[config.mk]
export PLATFORM = sky130hd
export DESIGN_NAME = mem_port_arbiter
export DESIGN_NICKNAME = d
export VERILOG_FILES = /design/src/rtl/mem_port_arbiter.sv
export SDC_FILE = /design/constraint.sdc
export NUM_CORES = 1
export LEC_CHECK = 0
export ABC_AREA = 1
export BUFFER_PORTS_ARGS = -buffer_cell sky130_fd_sc_hd__buf_2
export CORE_UTILIZATION = 48
export CTS_BUF_LIST = sky130_fd_sc_hd__clkbuf_4 sky130_fd_sc_hd__clkbuf_8
export CTS_CLUSTER_DIAMETER = 50
export DETAILED_ROUTE_END_ITERATION = 10
export PLACE_DENSITY = 0.83
export SYNTH_ARGS = -nofsm -noshare
export SYNTH_HDL_FRONTEND = slang
export SYNTH_SLANG_ARGS = --single-unit
[constraint.sdc]
create_clock -name clk -period 1.38 [get_ports clk]
set_clock_uncertainty 0.05 [all_clocks]
set_input_delay 0.069 -clock clk [delete_from_list [all_inputs] [get_ports clk]]
set_output_delay 0.069 -clock clk [all_outputs]
set_load 0.005 [all_outputs]
[src/rtl/mem_port_arbiter.sv]
// mem_port_arbiter
// Shares one single-port RAM between instruction fetch (IF, read-only) and
// the memory stage (MEM, read or write). Each accepted request becomes one
// RAM access of RAM_LATENCY cycles, followed by a one-cycle response pulse
// to the requester that won.
// Optional feature: define MEM_ARB_ROUND_ROBIN_EN to get round-robin
// arbitration on ties. Without it, MEM always beats IF.
module mem_port_arbiter #(
  parameter int ADDR_W      = 32,
  parameter int DATA_W      = 32,
  parameter int RAM_LATENCY = 1
) (
  input  logic              clk,
  input  logic              rst,
  input  logic              if_req_valid,
  output logic              if_req_ready,
  input  logic [ADDR_W-1:0] if_addr,
  output logic              if_rsp_valid,
  output logic [DATA_W-1:0] if_rsp_data,
  input  logic              mem_req_valid,
  output logic              mem_req_ready,
  input  logic [ADDR_W-1:0] mem_addr,
  input  logic [DATA_W-1:0] mem_wdata,
  input  logic              mem_we,
  output logic              mem_rsp_valid,
  output logic [DATA_W-1:0] mem_rsp_data,
  output logic [ADDR_W-1:0] ram_address,
  output logic [DATA_W-1:0] ram_data_in,
  output logic              ram_write_enable,
  input  logic [DATA_W-1:0] ram_data_out,
  output logic              busy,
  output logic              grant_mem
);

  // A RAM with zero latency cannot be sequenced by this block.
  if (RAM_LATENCY < 1) begin : g_bad_latency
    $error("mem_port_arbiter: RAM_LATENCY must be >= 1");
  end

  localparam int CNT_W = (RAM_LATENCY < 1) ? 1 : $clog2(RAM_LATENCY + 1);
  localparam logic [CNT_W-1:0] LAT_C = CNT_W'(RAM_LATENCY);
  localparam logic [CNT_W-1:0] ONE_C = CNT_W'(32'd1);

  typedef enum logic {
    S_IDLE   = 1'b0,
    S_ACCESS = 1'b1
  } state_t;

  state_t              r_state;
  logic [CNT_W-1:0]    r_cnt;
  logic [ADDR_W-1:0]   r_ram_address;
  logic [DATA_W-1:0]   r_ram_data_in;
  logic                r_ram_we;
  logic                r_is_write;
  logic                r_grant_mem;
  logic                r_busy;
  logic                r_if_rsp_valid;
  logic [DATA_W-1:0]   r_if_rsp_data;
  logic                r_mem_rsp_valid;
  logic [DATA_W-1:0]   r_mem_rsp_data;

  logic                w_pick_mem;
  logic                w_idle;
  logic                w_if_ready;
  logic                w_mem_ready;
  logic                w_fire;

`ifdef MEM_ARB_ROUND_ROBIN_EN
  // Who won the most recent handshake; starts as MEM so IF wins the first tie.
  logic                r_last_mem;

  // Remember the last winner so ties alternate between the requesters.
  always_ff @(posedge clk or negedge rst) begin
    if (!rst) begin
      r_last_mem <= 1'b1;
    end else if (w_fire) begin
      r_last_mem <= w_pick_mem;
    end else begin
      r_last_mem <= r_last_mem;
    end
  end

  // Round-robin pick: on a tie the requester not granted last time wins.
  always_comb begin
    w_pick_mem = mem_req_valid;
    if (mem_req_valid && if_req_valid) begin
      w_pick_mem = ~r_last_mem;
    end else begin
      w_pick_mem = mem_req_valid;
    end
  end
`else
  // Fixed-priority pick: any MEM request beats IF.
  always_comb begin
    w_pick_mem = mem_req_valid;
  end
`endif

  // Handshake: only the winner sees ready, and only while idle and out of reset.
  always_comb begin
    w_idle      = (r_state == S_IDLE) && rst;
    w_if_ready  = w_idle && if_req_valid && !w_pick_mem;
    w_mem_ready = w_idle && mem_req_valid && w_pick_mem;
    w_fire      = w_if_ready || w_mem_ready;
  end

  // Access sequencer: latch the winner, count the RAM latency, issue the response.
  always_ff @(posedge clk or negedge rst) begin
    if (!rst) begin
      r_state         <= S_IDLE;
      r_cnt           <= '0;
      r_ram_address   <= '0;
      r_ram_data_in   <= '0;
      r_ram_we        <= 1'b0;
      r_is_write      <= 1'b0;
      r_grant_mem     <= 1'b0;
      r_busy          <= 1'b0;
      r_if_rsp_valid  <= 1'b0;
      r_if_rsp_data   <= '0;
      r_mem_rsp_valid <= 1'b0;
      r_mem_rsp_data  <= '0;
    end else begin
      // Pulses last a single cycle unless re-asserted below.
      r_ram_we        <= 1'b0;
      r_if_rsp_valid  <= 1'b0;
      r_mem_rsp_valid <= 1'b0;
      case (r_state)
        S_IDLE: begin
          if (w_fire) begin
            r_state       <= S_ACCESS;
            r_cnt         <= ONE_C;
            r_busy        <= 1'b1;
            r_grant_mem   <= w_pick_mem;
            r_ram_address <= w_pick_mem ? mem_addr : if_addr;
            r_ram_data_in <= w_pick_mem ? mem_wdata : '0;
            r_ram_we      <= w_pick_mem && mem_we;
            r_is_write    <= w_pick_mem && mem_we;
          end else begin
            r_state <= S_IDLE;
            r_cnt   <= '0;
          end
        end
        S_ACCESS: begin
          if (r_cnt == LAT_C) begin
            // Last latency cycle: RAM data is valid now, response goes out next cycle.
            r_state <= S_IDLE;
            r_cnt   <= '0;
            r_busy  <= 1'b0;
            if (r_grant_mem) begin
              r_mem_rsp_valid <= 1'b1;
              if (!r_is_write) begin
                r_mem_rsp_data <= ram_data_out;
              end else begin
                r_mem_rsp_data <= r_mem_rsp_data;
              end
            end else begin
              r_if_rsp_valid <= 1'b1;
              r_if_rsp_data  <= ram_data_out;
            end
          end else begin
            r_cnt <= r_cnt + ONE_C;
          end
        end
        default: begin
          r_state <= S_IDLE;
          r_cnt   <= '0;
          r_busy  <= 1'b0;
        end
      endcase
    end
  end

  assign if_req_ready     = w_if_ready;
  assign mem_req_ready    = w_mem_ready;
  assign if_rsp_valid     = r_if_rsp_valid;
  assign if_rsp_data      = r_if_rsp_data;
  assign mem_rsp_valid    = r_mem_rsp_valid;
  assign mem_rsp_data     = r_mem_rsp_data;
  assign ram_address      = r_ram_address;
  assign ram_data_in      = r_ram_data_in;
  assign ram_write_enable = r_ram_we;
  assign busy             = r_busy;
  assign grant_mem        = r_grant_mem;

endmodule

==> run summary <==
failing checks - negative setup slack
Initial Util - 0.499
PwrDens - 1360 nW/um^2
Clk pwr share - 0.282
fin nets - 1200
Yosys cell types - 14
total CTS buffers - 17
initial antenna violation count - 1
die area - 11800 sq um
Synthesis Warnings - 0
Pleak - 5.26 nW
I/O pins - 268
Logic pwr share - 0.274
gr ovfl total - 0
Total GRT Usage - 0.334
critical path fanouts, max - 11
crit-path most repeated cell - nand2_1
Synth top area share - 0.620
Multi-input gate area - 1790 sq um
syn_area_per_cell - 8.47 sq um
syn_nets - 777
hold crit path type - input port to register
number of iterations in the first detailed-routing pass - 5
cells after synthesis - 644
detailed-route via count - 6455
Area contributors post-synth - dfrtp_1 (62%), nand2_1 (25%), o21ai_0 (5.9%), inv_1 (2.8%), buf_2 (1.4%)
worst-path cell chain - nor2_4 -> buf_6 -> buf_4 -> o21ai_4 -> buf_8 -> nand2_1 -> nand2_1
register area - 3380 sq um
min Tclk post-route - 1530 ps
WHS - 99.6 ps
final setup fails - 65
Final HPWL DP - 10500 microns
Max rail drop VDD - 0.951 mV
Die H - 109 microns
number of max-cap violations - 0
first-pass GRT wire length - 29400 microns
fmax - 0.655 GHz
1st-iter DRT viols - 695
final wirelength - 22200 microns
core area - 10900 sq um
vias in the first global route - 6067
root buffer cell - clkbuf_8
IO Port Bufs - 267
share of cells above drive strength 1 - 0.331
Worst Max-Slew Pin Slew - 659 ps
leading area contributor after synthesis - dfrtp_1
Layout Area Growth over Synthesis - 67.7%
Crit. End Element - register
sequential fraction of the synthesis area - 0.620
status - finished with violations
clock-pin slew on the worst setup and hold paths - 80 ps
CTS HTree Levels - 4
RSZ-0062 raised after global routing - yes
Max-slew headroom - 0.559
Sw Share - 0.321
Slowest Stage Delay on Critical Path - 430 ps
CTS tree - built
part of the cycle the worst path needs - 1.11
largest net degree at the start of global routing - 126
P_int - 0.00843 W
Die X - 109 microns
sequential power share - 0.444
CP Data Required Time - 1640 ps
Placer Congestion - 0.831
critical path's slowest cell - dfrtp_1
Final Util - 0.836
Critical Path Start Type - register
setup ws final - -146 ps
FF+latch count, synth - 135
fill cell count - 580
worst setup path category - register to register
Skew-Pair Late Insertion Delay - 420 ps
crit path DAT - 1790 ps
row count - 38
Hold Vio Cnt, Final - 0
CTS Buffer Depth - 2
Switch Pwr - 0.00398 W
pins over their slew limit - 0
DRT antenna net count - 0
synthesized cell area - 5450 sq um
vias per cell - 5.28
DRC viols - 0
clk sink count - 135
WL/cell - 18.1 microns
sequential cells by signal, summed over array words and instances (netlist names):
register,count
mem_rsp_data,32
mem_rsp_valid,1
if_rsp_data,32
ram_address,32
r_cnt,1
r_is_write,1
grant_mem,1
ram_data_in,32
if_rsp_valid,1
ram_write_enable,1
busy,1
final timing paths:
path	slack, ps	to	cells past startpoint	startpoint
max in group asynchronous	220	mem_rsp_data[26]	3	rst
min in group asynchronous	170	ram_address[25]	2	rst
hold reg to reg	430	ram_address[6]	2	ram_address[6]
hold / removal	100	busy	3	mem_req_valid
setup / recovery	-150	ram_address[12]	7	r_cnt
setup reg to reg	-150	ram_address[12]	7	r_cnt
worst max-delay path, delay by kind of cell (launching register included):
| family | cells | cell delay [ps] |
|---|---|---|
| buffers and inverters | 3 | 460 |
| DFF | 1 | 430 |
| and+or+nand+nor | 3 | 340 |
| AOI/OAI and AO/OA | 1 | 140 |
cells in the mapped netlist:
cell type	instances
inv_2	3
o21ai_0	64
nor2_2	1
dfrtp_1	135
buf_4	3
o21ai_2	1
buf_6	4
nand3_1	1
nand2_2	1
buf_2	15
inv_1	41
clkbuf_1	11
a21oi_4	1
nand2_1	363
per-layer routing:
layer	wire (microns)	vias to the layer above	track usage
li1	-	2803	-
met1	7470	2990	0.364
met2	10900	518	0.576
met3	2370	144	0.0940
met4	1460	0	0.202
met5	0	-	0
per-stage QoR:
step / power, W / TNS [ps] / std cells / area (sq um) / worst slack (ps)
after floorplan: 0.00656 / 0 / 644 / 5450 / 215
after global placement: 0.00806 / 0 / 1032 / 6990 / 137
after detailed placement: 0.00818 / 0 / 1032 / 6990 / 51.2
after CTS: 0.0119 / -92.4 / 1200 / 8770 / -44.8
after global routing: 0.0130 / -6710 / 1221 / 9140 / -177
final: 0.0124 / -4380 / 1222 / 9150 / -146
cell usage in the layout, fill, tap and decap left out, types with 2 or more instances in the layout:
cell type	n
buf_12	6
buf_8	2
nand2_2	9
inv_1	39
clkinv_2	3
nand2_1	353
nand2_4	2
clkinvlp_4	3
dfrtp_1	135
bufinv_16	3
inv_2	4
o21ai_1	2
dlygate4sd3_1	131
clkbuf_16	8
o21ai_0	62
diode_2	2
clkbuf_8	17
buf_2	264
buf_4	14
inv_6	4
buf_6	11
power by group through the flow:
stage | clock (W) | combinational [W] | sequential (W)
3_5_place_dp | 0 | 0.00270 | 0.00549
2_1_floorplan | 0 | 0.000989 | 0.00557
6_report | 0.00350 | 0.00340 | 0.00551
4_1_cts | 0.00347 | 0.00304 | 0.00543
5_1_grt | 0.00370 | 0.00376 | 0.00559
3_3_place_gp | 0 | 0.00259 | 0.00547
cells by family after synthesis:
| logic type | after synthesis | synth area share |
|---|---|---|
| AOI/OAI and AO/OA | 66 | 0.0633 |
| and+or+nand+nor | 366 | 0.253 |
| DFF | 135 | 0.620 |
| buffers and inverters | 77 | 0.0640 |
timing repair:
action	in CTS	in global routing
pin swaps	1	1
resized for setup	5	29
buffers inserted	5	9
hold buffers	131	0
cloned	0	11
endpoints found under the hold margin	267	0
setup endpoints to repair	2	224
cell type report:
cell class,count,area share
Tap cell,140,0.0192
Multi-Input combinational cell,433,0.196
Inverter,44,0.0183
Antenna cell,2,0.000547
Sequential cell,135,0.369
Clock inverter,14,0.0187
Clock buffer,18,0.0264
Timing Repair Buffer,436,0.351
Note: power is estimated with default switching activity, not from simulation.
